<file path="src/rtl/vga_timing_pkg.sv">
// Shared timing presets and helpers for the VGA raster generator.
// The defaults are 640x480@60; an 800x600@60 set is provided as an alternative.
package vga_timing_pkg;

  localparam int VGA640_H_DISPLAY = 640;
  localparam int VGA640_H_FRONT   = 16;
  localparam int VGA640_H_SYNC    = 96;
  localparam int VGA640_H_BACK    = 48;
  localparam int VGA640_V_DISPLAY = 480;
  localparam int VGA640_V_FRONT   = 10;
  localparam int VGA640_V_SYNC    = 2;
  localparam int VGA640_V_BACK    = 33;

  localparam int SVGA800_H_DISPLAY = 800;
  localparam int SVGA800_H_FRONT   = 40;
  localparam int SVGA800_H_SYNC    = 128;
  localparam int SVGA800_H_BACK    = 88;
  localparam int SVGA800_V_DISPLAY = 600;
  localparam int SVGA800_V_FRONT   = 1;
  localparam int SVGA800_V_SYNC    = 4;
  localparam int SVGA800_V_BACK    = 23;

  // Bundle of the three pixel-aligned signals carried through the delay line.
  typedef struct packed {
    logic hs;
    logic vs;
    logic de;
  } sync_bits_t;

  function automatic int axis_total(input int display, input int front,
                                    input int sync, input int back);
    return display + front + sync + back;
  endfunction

endpackage

</file>
<file path="src/rtl/vga_timing_gen_if.sv">
// Raster-timing bundle between the generator (master) and the pixel renderer (slave).
// pix_en qualifies every pixel; hpos/vpos are valid whenever pix_en is high.
interface vga_timing_gen_if #(
  parameter int POS_W   = 10,
  parameter int FRAME_W = 8
);
  logic               en;
  logic               pix_en;
  logic [POS_W-1:0]   hpos;
  logic [POS_W-1:0]   vpos;
  logic               hsync;
  logic               vsync;
  logic               display_on;
  logic               line_start;
  logic               frame_start;
  logic               vblank_start;
  logic [FRAME_W-1:0] frame_cnt;

  modport master (
    input  en,
    output pix_en, hpos, vpos, hsync, vsync, display_on,
           line_start, frame_start, vblank_start, frame_cnt
  );

  modport slave (
    output en,
    input  pix_en, hpos, vpos, hsync, vsync, display_on,
           line_start, frame_start, vblank_start, frame_cnt
  );
endinterface

</file>
<file path="src/rtl/vga_sync_delay.sv">
// N-stage shift register advancing only on shift_en_i; N=0 is a straight wire.
// Reset loads every stage with rst_val_i so the outputs start at their idle levels.
module vga_sync_delay #(
  parameter int N = 0,
  parameter int W = 3
) (
  input  logic         clk,
  input  logic         reset,
  input  logic         shift_en_i,
  input  logic [W-1:0] rst_val_i,
  input  logic [W-1:0] d_i,
  output logic [W-1:0] q_o
);

  generate
    if (N == 0) begin : g_bypass
      logic unused_bypass;
      assign unused_bypass = ^{clk, reset, shift_en_i, rst_val_i};
      assign q_o = d_i;
    end else begin : g_pipe
      logic [W-1:0] stage_q [N];

      always_ff @(posedge clk) begin
        if (reset) begin
          for (int i = 0; i < N; i++) stage_q[i] <= rst_val_i;
        end else if (shift_en_i) begin
          stage_q[0] <= d_i;
          for (int i = 1; i < N; i++) stage_q[i] <= stage_q[i-1];
        end
      end

      assign q_o = stage_q[N-1];
    end
  endgenerate

endmodule

</file>
<file path="src/rtl/vga_timing_gen.sv">
// Parametrised VGA/DVI raster timing generator with pixel-clock divider,
// per-axis sync polarity, pixel-pipeline delay, frame counter and position strobes.
module vga_timing_gen
  import vga_timing_pkg::*;
#(
  parameter int H_DISPLAY  = VGA640_H_DISPLAY,
  parameter int H_FRONT    = VGA640_H_FRONT,
  parameter int H_SYNC     = VGA640_H_SYNC,
  parameter int H_BACK     = VGA640_H_BACK,
  parameter int V_DISPLAY  = VGA640_V_DISPLAY,
  parameter int V_FRONT    = VGA640_V_FRONT,
  parameter int V_SYNC     = VGA640_V_SYNC,
  parameter int V_BACK     = VGA640_V_BACK,
  parameter int H_SYNC_POL = 0,
  parameter int V_SYNC_POL = 0,
  parameter int CLK_DIV    = 1,
  parameter int PIPE_DELAY = 0,
  parameter int FRAME_W    = 8,
  parameter int POS_W      = 10
) (
  input  logic              clk,
  input  logic              reset,
  vga_timing_gen_if.master  vga
);

  localparam int H_TOTAL = axis_total(H_DISPLAY, H_FRONT, H_SYNC, H_BACK);
  localparam int V_TOTAL = axis_total(V_DISPLAY, V_FRONT, V_SYNC, V_BACK);
  localparam int DIV_W   = (CLK_DIV > 1) ? $clog2(CLK_DIV) : 1;

  localparam logic [DIV_W-1:0] DIV_LAST = DIV_W'(CLK_DIV - 1);
  localparam logic [POS_W-1:0] H_LAST   = POS_W'(H_TOTAL - 1);
  localparam logic [POS_W-1:0] V_LAST   = POS_W'(V_TOTAL - 1);
  localparam logic [POS_W-1:0] H_DISP   = POS_W'(H_DISPLAY);
  localparam logic [POS_W-1:0] V_DISP   = POS_W'(V_DISPLAY);
  localparam logic [POS_W-1:0] H_SS     = POS_W'(H_DISPLAY + H_FRONT);
  localparam logic [POS_W-1:0] H_SE     = POS_W'(H_DISPLAY + H_FRONT + H_SYNC);
  localparam logic [POS_W-1:0] V_SS     = POS_W'(V_DISPLAY + V_FRONT);
  localparam logic [POS_W-1:0] V_SE     = POS_W'(V_DISPLAY + V_FRONT + V_SYNC);
  localparam logic             H_POL    = (H_SYNC_POL != 0);
  localparam logic             V_POL    = (V_SYNC_POL != 0);
  localparam sync_bits_t       IDLE     = '{hs: ~H_POL, vs: ~V_POL, de: 1'b0};

  logic [DIV_W-1:0]   div_q, div_d;
  logic [POS_W-1:0]   hpos_q, hpos_d;
  logic [POS_W-1:0]   vpos_q, vpos_d;
  logic [FRAME_W-1:0] frame_q, frame_d;
  logic               pix_en;
  sync_bits_t         raw, dly;

  // Reset gates the tick so no strobe can leak out while counters are clearing.
  assign pix_en = !reset && vga.en && (div_q == DIV_LAST);

  always_comb begin
    div_d   = div_q;
    hpos_d  = hpos_q;
    vpos_d  = vpos_q;
    frame_d = frame_q;
    if (vga.en) div_d = (div_q == DIV_LAST) ? '0 : div_q + 1'b1;
    if (pix_en) begin
      if (hpos_q == H_LAST) begin
        hpos_d = '0;
        if (vpos_q == V_LAST) begin
          vpos_d  = '0;
          frame_d = frame_q + 1'b1;
        end else begin
          vpos_d = vpos_q + 1'b1;
        end
      end else begin
        hpos_d = hpos_q + 1'b1;
      end
    end
  end

  always_ff @(posedge clk) begin
    if (reset) begin
      div_q   <= '0;
      hpos_q  <= '0;
      vpos_q  <= '0;
      frame_q <= '0;
    end else begin
      div_q   <= div_d;
      hpos_q  <= hpos_d;
      vpos_q  <= vpos_d;
      frame_q <= frame_d;
    end
  end

  // Vertical window looks at vpos only, so vsync edges land on hpos==0.
  assign raw.hs = ((hpos_q >= H_SS) && (hpos_q < H_SE)) ~^ H_POL;
  assign raw.vs = ((vpos_q >= V_SS) && (vpos_q < V_SE)) ~^ V_POL;
  assign raw.de = (hpos_q < H_DISP) && (vpos_q < V_DISP);

  vga_sync_delay #(
    .N (PIPE_DELAY),
    .W (3)
  ) u_sync_delay (
    .clk        (clk),
    .reset      (reset),
    .shift_en_i (pix_en),
    .rst_val_i  (IDLE),
    .d_i        (raw),
    .q_o        (dly)
  );

  assign vga.pix_en       = pix_en;
  assign vga.hpos         = hpos_q;
  assign vga.vpos         = vpos_q;
  assign vga.hsync        = dly.hs;
  assign vga.vsync        = dly.vs;
  assign vga.display_on   = dly.de;
  assign vga.line_start   = pix_en && (hpos_q == '0);
  assign vga.frame_start  = pix_en && (hpos_q == '0) && (vpos_q == '0);
  assign vga.vblank_start = pix_en && (hpos_q == '0) && (vpos_q == V_DISP);
  assign vga.frame_cnt    = frame_q;

endmodule

</file>
<file path="src/flat_wrapper.sv">
// flat-port wrapper written by rule: the top's interface ports become plain ports
module vga_timing_gen_flat import vga_timing_pkg::*;
#(
  parameter int H_DISPLAY  = VGA640_H_DISPLAY,
  parameter int H_FRONT    = VGA640_H_FRONT,
  parameter int H_SYNC     = VGA640_H_SYNC,
  parameter int H_BACK     = VGA640_H_BACK,
  parameter int V_DISPLAY  = VGA640_V_DISPLAY,
  parameter int V_FRONT    = VGA640_V_FRONT,
  parameter int V_SYNC     = VGA640_V_SYNC,
  parameter int V_BACK     = VGA640_V_BACK,
  parameter int H_SYNC_POL = 0,
  parameter int V_SYNC_POL = 0,
  parameter int CLK_DIV    = 1,
  parameter int PIPE_DELAY = 0,
  parameter int FRAME_W    = 8,
  parameter int POS_W      = 10
)
  (clk, reset, vga_en, vga_pix_en, vga_hpos, vga_vpos, vga_hsync, vga_vsync, vga_display_on, vga_line_start, vga_frame_start, vga_vblank_start, vga_frame_cnt);
  vga_timing_gen_if #(.POS_W(POS_W), .FRAME_W(FRAME_W)) vga_i ();
  input  logic clk;
  input  logic reset;
  input wire logic [$bits(vga_i.en)-1:0] vga_en;
  output wire logic [$bits(vga_i.pix_en)-1:0] vga_pix_en;
  output wire logic [$bits(vga_i.hpos)-1:0] vga_hpos;
  output wire logic [$bits(vga_i.vpos)-1:0] vga_vpos;
  output wire logic [$bits(vga_i.hsync)-1:0] vga_hsync;
  output wire logic [$bits(vga_i.vsync)-1:0] vga_vsync;
  output wire logic [$bits(vga_i.display_on)-1:0] vga_display_on;
  output wire logic [$bits(vga_i.line_start)-1:0] vga_line_start;
  output wire logic [$bits(vga_i.frame_start)-1:0] vga_frame_start;
  output wire logic [$bits(vga_i.vblank_start)-1:0] vga_vblank_start;
  output wire logic [$bits(vga_i.frame_cnt)-1:0] vga_frame_cnt;
  assign vga_i.en = vga_en;
  assign vga_pix_en = vga_i.pix_en;
  assign vga_hpos = vga_i.hpos;
  assign vga_vpos = vga_i.vpos;
  assign vga_hsync = vga_i.hsync;
  assign vga_vsync = vga_i.vsync;
  assign vga_display_on = vga_i.display_on;
  assign vga_line_start = vga_i.line_start;
  assign vga_frame_start = vga_i.frame_start;
  assign vga_vblank_start = vga_i.vblank_start;
  assign vga_frame_cnt = vga_i.frame_cnt;
  vga_timing_gen #(.H_DISPLAY(H_DISPLAY), .H_FRONT(H_FRONT), .H_SYNC(H_SYNC), .H_BACK(H_BACK), .V_DISPLAY(V_DISPLAY), .V_FRONT(V_FRONT), .V_SYNC(V_SYNC), .V_BACK(V_BACK), .H_SYNC_POL(H_SYNC_POL), .V_SYNC_POL(V_SYNC_POL), .CLK_DIV(CLK_DIV), .PIPE_DELAY(PIPE_DELAY), .FRAME_W(FRAME_W), .POS_W(POS_W)) u_core (.clk(clk), .reset(reset), .vga(vga_i));
endmodule
</file>
<file path="config.mk">
export PLATFORM = sky130hd
export DESIGN_NAME = vga_timing_gen_flat
export DESIGN_NICKNAME = d
export VERILOG_FILES = /design/src/rtl/vga_timing_pkg.sv /design/src/rtl/vga_timing_gen_if.sv /design/src/rtl/vga_sync_delay.sv /design/src/rtl/vga_timing_gen.sv /design/src/flat_wrapper.sv
export SDC_FILE = /design/constraint.sdc
export NUM_CORES = 1
export LEC_CHECK = 0
export ABC_CLOCK_PERIOD_IN_PS = 3000
export CORE_MARGIN = 2
export CORE_UTILIZATION = 50
export DETAILED_ROUTE_END_ITERATION = 8
export HOLD_SLACK_MARGIN = 0.1
export PLACE_DENSITY = 0.88
export RECOVER_POWER = 25
export SKIP_CTS_REPAIR_TIMING = 1
export SLEW_MARGIN = 0
export SYNTH_ARGS = -nofsm -noshare
export SYNTH_HDL_FRONTEND = slang
export SYNTH_HIERARCHICAL = 1
export SYNTH_SLANG_ARGS = --single-unit
</file>
<file path="constraint.sdc">
create_clock -name clk -period 3 [get_ports clk]
set_input_delay 0.6 -clock clk [delete_from_list [all_inputs] [get_ports clk]]
set_output_delay 0.6 -clock clk [all_outputs]
set_load 0.02 [all_outputs]
</file>
# After elaboration in Yosys (flattened, before gate mapping)
# Cells that the tools add are included.
# W data, S select, Z words.
# totals
ff_bits	29
inputBits	3
out_inout_bits	35
wordCells	36
# op_classes
add_sub_neg	4
order_cmp	6
eq_ne	3
n_mux	3
bitwise	3
reduce_logical	13
# op_table
operator	count
$add A10 B1 Y10 const B	2
$eq A10 B10 Y1 const B	2
$logic_not A10 Y1	2
$lt A10 B10 Y1 const B	2
$lt A10 B9 Y1 const B	2
$mux W10	2
$eq A10 B9 Y1 const B	1
$ge A10 B10 Y1 const B	1
$ge A10 B9 Y1 const B	1
$add A8 B1 Y8 const B	1
$logic_and A1 B1 Y1	8
$not A1 Y1	3
$reduce_and A3 Y1	1
$reduce_and A2 Y1	1
$add A1 B1 Y1 const B	1
$logic_not A1 Y1	1
$mux W1	1

# Depth between registers and ports, before layout
# logic_depth
word_depth	5
mapped_depth	7
depth_no_buf	6

# Cells and area by module
# Netlist, hierarchy kept.
# modules_own_cells
module	instances	cells_per_inst	area_each_um2	seq_area_each_um2
vga_timing_gen	1	192	1622.8	560.5
vga_sync_delay	1	3	22.5	0.0

# Least setup slack after synthesis
# OpenSTA, ideal clock, no wires.
# synth_timing
path_kind	input to output
start	input vga_en
end	output vga_frame_start
t_arrival_ns	2.080
required_time_ns	2.400
setup_slack_ns	0.320
cell_stages	5
n_path_buf	1
cell_sequence	nor2b_1 -> clkbuf_1 -> nand3_1 -> nand3b_1 -> nor4_1
# synth_via
elab_chain_len	4
# synth_rtl
item	line	text
start: declaration	flat_wrapper.sv:23	input wire logic [$bits(vga_i.en)-1:0] vga_en;
$logic_and A1 B1 Y1 (2 in series)	vga_timing_gen.sv:51	assign pix_en = !reset && vga.en && (div_q == DIV_LAST);
named net vga_pix_en	flat_wrapper.sv:24	output wire logic [$bits(vga_i.pix_en)-1:0] vga_pix_en;
$logic_and A1 B1 Y1 (2 in series)	vga_timing_gen.sv:112	assign vga.frame_start = pix_en && (hpos_q == '0) && (vpos_q == '0);
end: declaration	flat_wrapper.sv:31	output wire logic [$bits(vga_i.frame_start)-1:0] vga_frame_start;
# The timed path passes the listed nets, and every way through them passes these cells.

# Worst setup path after layout
# layout_timing
start	input vga_en
end	output vga_line_start
# layout_via
elab_chain_len	3
# layout_rtl
item	line	text
$logic_and A1 B1 Y1 (2 in series)	vga_timing_gen.sv:51	
$logic_and A1 B1 Y1	vga_timing_gen.sv:111	assign vga.line_start = pix_en && (hpos_q == '0);
end: declaration	flat_wrapper.sv:30	output wire logic [$bits(vga_i.line_start)-1:0] vga_line_start;
# Every way passes these cells.

==> results.sh <==
export IMPL_grt_pass1_vias=1275
export IMPL_regArea_um2=561
export IMPL_cts_sinks=28
export IMPL_max_freq_ghz=0.352
export IMPL_switching_share=0.234
export IMPL_rows=20
export IMPL_p_comb_frac=0.080
export IMPL_ios=38
export IMPL_insertion_delay_ps=320
export IMPL_dieArea_um2=3750
export IMPL_grt_max_degree=20
export IMPL_worst_pin_slew_ps=811
export IMPL_viasPerCell=5.76
export IMPL_grt_total_usage=0.205
export IMPL_drt_wl_total_mm=3.73
export IMPL_crit_path_start_kind="primary input"
export IMPL_status="finished clean"
export IMPL_p_int_mw=0.471
export IMPL_layout_drive_gt1_share=0.0746
export IMPL_maxSlewHeadroom=0.451
export IMPL_syn_cell_area_um2=1640
export IMPL_grt_antenna_before_repair=0
export IMPL_drc_errors=0
export IMPL_crit_type="in2out"
export IMPL_wl_met1_mm=1.73
export IMPL_worstPathArrival_ps=2240
export IMPL_finalCritPeriodShare=0.946
export IMPL_total_power_mw=0.615
export IMPL_power_frac_seq=0.615
export IMPL_clock_power_share=0.305
export IMPL_crit_fanout=2
export IMPL_hpwlAfterDp_mm=2.72
export IMPL_clk_pin_slew_ps=150
export IMPL_clock_skew_final_ps=6.11
export IMPL_whs_ps=522
export IMPL_fp_coreArea_um2=3080
export IMPL_final_max_slew_violation_count=0
export IMPL_peakVddDrop_v=0.000204
export IMPL_powerDensity_nw_per_um2=299
export IMPL_post_route_min_period_ps=2840
export IMPL_areaGrowthSynthToFinish_pct=25.8
export IMPL_drv_cap=0
export IMPL_leakage_nw=0.705
export IMPL_start_util=0.532
export IMPL_dr_wl_met3_um=167
export IMPL_p_sw_mw=0.144
export IMPL_rsz0062_at_grt="false"
export IMPL_syn_num_nets=202
export IMPL_ant_nets=0
export IMPL_die_w_um=61.2
export IMPL_setup_viol=0
export IMPL_ctsHtreeMaxLevel=1
export IMPL_fin_nets=238
export IMPL_dr_pass1_iters=4
export IMPL_tns_ps=0
export IMPL_numCtsBuffers=3
export IMPL_grt_pass1_wl_mm=5.83
export IMPL_root_buffer="clkbuf_4"
export IMPL_wl_met2_mm=1.81
export IMPL_hold_violations=0
export IMPL_io_buffers=37
export IMPL_clockBufferDepth=2
export IMPL_drt_iter0_drc=74
export IMPL_cts_tree="yes"
export IMPL_antenna_cells=0
export IMPL_n_fill_cell=275
export IMPL_hp_class="reg2reg"
export IMPL_crit_path_end_kind="output port"
export IMPL_syn_inst=193
export IMPL_ys_warn_count=6
export IMPL_finalWeightedCongestion=0.879
export IMPL_avgSynthCellArea_um2=8.49
export IMPL_multi_input_area_um2=958
export IMPL_overflow=0
export IMPL_wire_per_inst_um=13.7
export IMPL_num_vias=1566
export IMPL_ff2ff_setup_slack_ps=520
export IMPL_cp_required_ps=2400
export IMPL_die_height_um=61.2
export IMPL_top_layer_used="met4"
==> final timing paths <==
path                           start                 endpoint  depth (start not counted)
max                           vga_en           vga_line_start                          6
min          u_core/vga.frame_cnt[3]  u_core/vga.frame_cnt[3]                          2
max reg2reg       u_core/vga.hpos[5]       u_core/vga.vpos[7]                          5
min reg2reg  u_core/vga.frame_cnt[3]  u_core/vga.frame_cnt[3]                          2
==> layout make-up <==
type | instances | area share
Sequential cell | 28 | 0.272
Tap cell | 44 | 0.0267
Timing Repair Buffer | 44 | 0.202
Multi-Input combinational cell | 143 | 0.465
Inverter | 9 | 0.0164
Clock buffer | 4 | 0.0176
==> layout by cell type (no fill, tap or decap), types with 5 or more instances in the layout <==
| cell | count |
|---|---|
| a21oi_1 | 12 |
| clkdlybuf4s50_1 | 32 |
| dfxtp_1 | 28 |
| ha_1 | 6 |
| inv_1 | 9 |
| nand2_1 | 6 |
| nand3_1 | 13 |
| nand4_1 | 9 |
| nor2_1 | 19 |
| nor2b_1 | 5 |
| nor3_1 | 5 |
| o21ai_0 | 8 |
| o31ai_1 | 5 |
| or4_1 | 5 |
| xnor2_1 | 8 |
==> worst max-delay path, cell delays in order <==
cell and delay (ps):
clkdlybuf4s50_1 470, nor2b_1 180, nand3_1 120, buf_4 150, nor2b_1 110, clkdlybuf4s50_1 610
==> power by group through the flow <==
stage	Sequential (mW)	Clock [mW]	Combinational [mW]
finish	0.378	0.188	0.0493
global route	0.379	0.205	0.0530
CTS	0.378	0.188	0.0509
detailed placement	0.386	0	0.0507
global placement	0.386	0	0.0491
floorplan	0.388	0	0.0247
==> registers in the layout (all words and copies together) (netlist names) <==
| signal | count |
|---|---|
| u_core/vga.frame_cnt | 8 |
| u_core/vga.hpos | 10 |
| u_core/vga.vpos | 10 |
==> layer usage <==
metal,up-vias,global-route usage
met5,-,0
met3,2,0.0252
met1,744,0.281
li1,777,-
met4,0,0.0497
met2,43,0.343
==> through the flow <==
step / std cells / utilization / instance area, um2 / worst slack, ps
2_1_floorplan: 193 / - / 1640 / 320
5_1_grt: 272 / 0.670 / 2060 / 56.5
4_1_cts: 272 / 0.676 / 2080 / -96.4
3_3_place_gp: 268 / 0.665 / 2050 / -71.1
3_5_place_dp: 268 / 0.665 / 2050 / -96.7
6_report: 272 / 0.670 / 2060 / 161
Note: power is estimated with default switching activity, not from simulation.
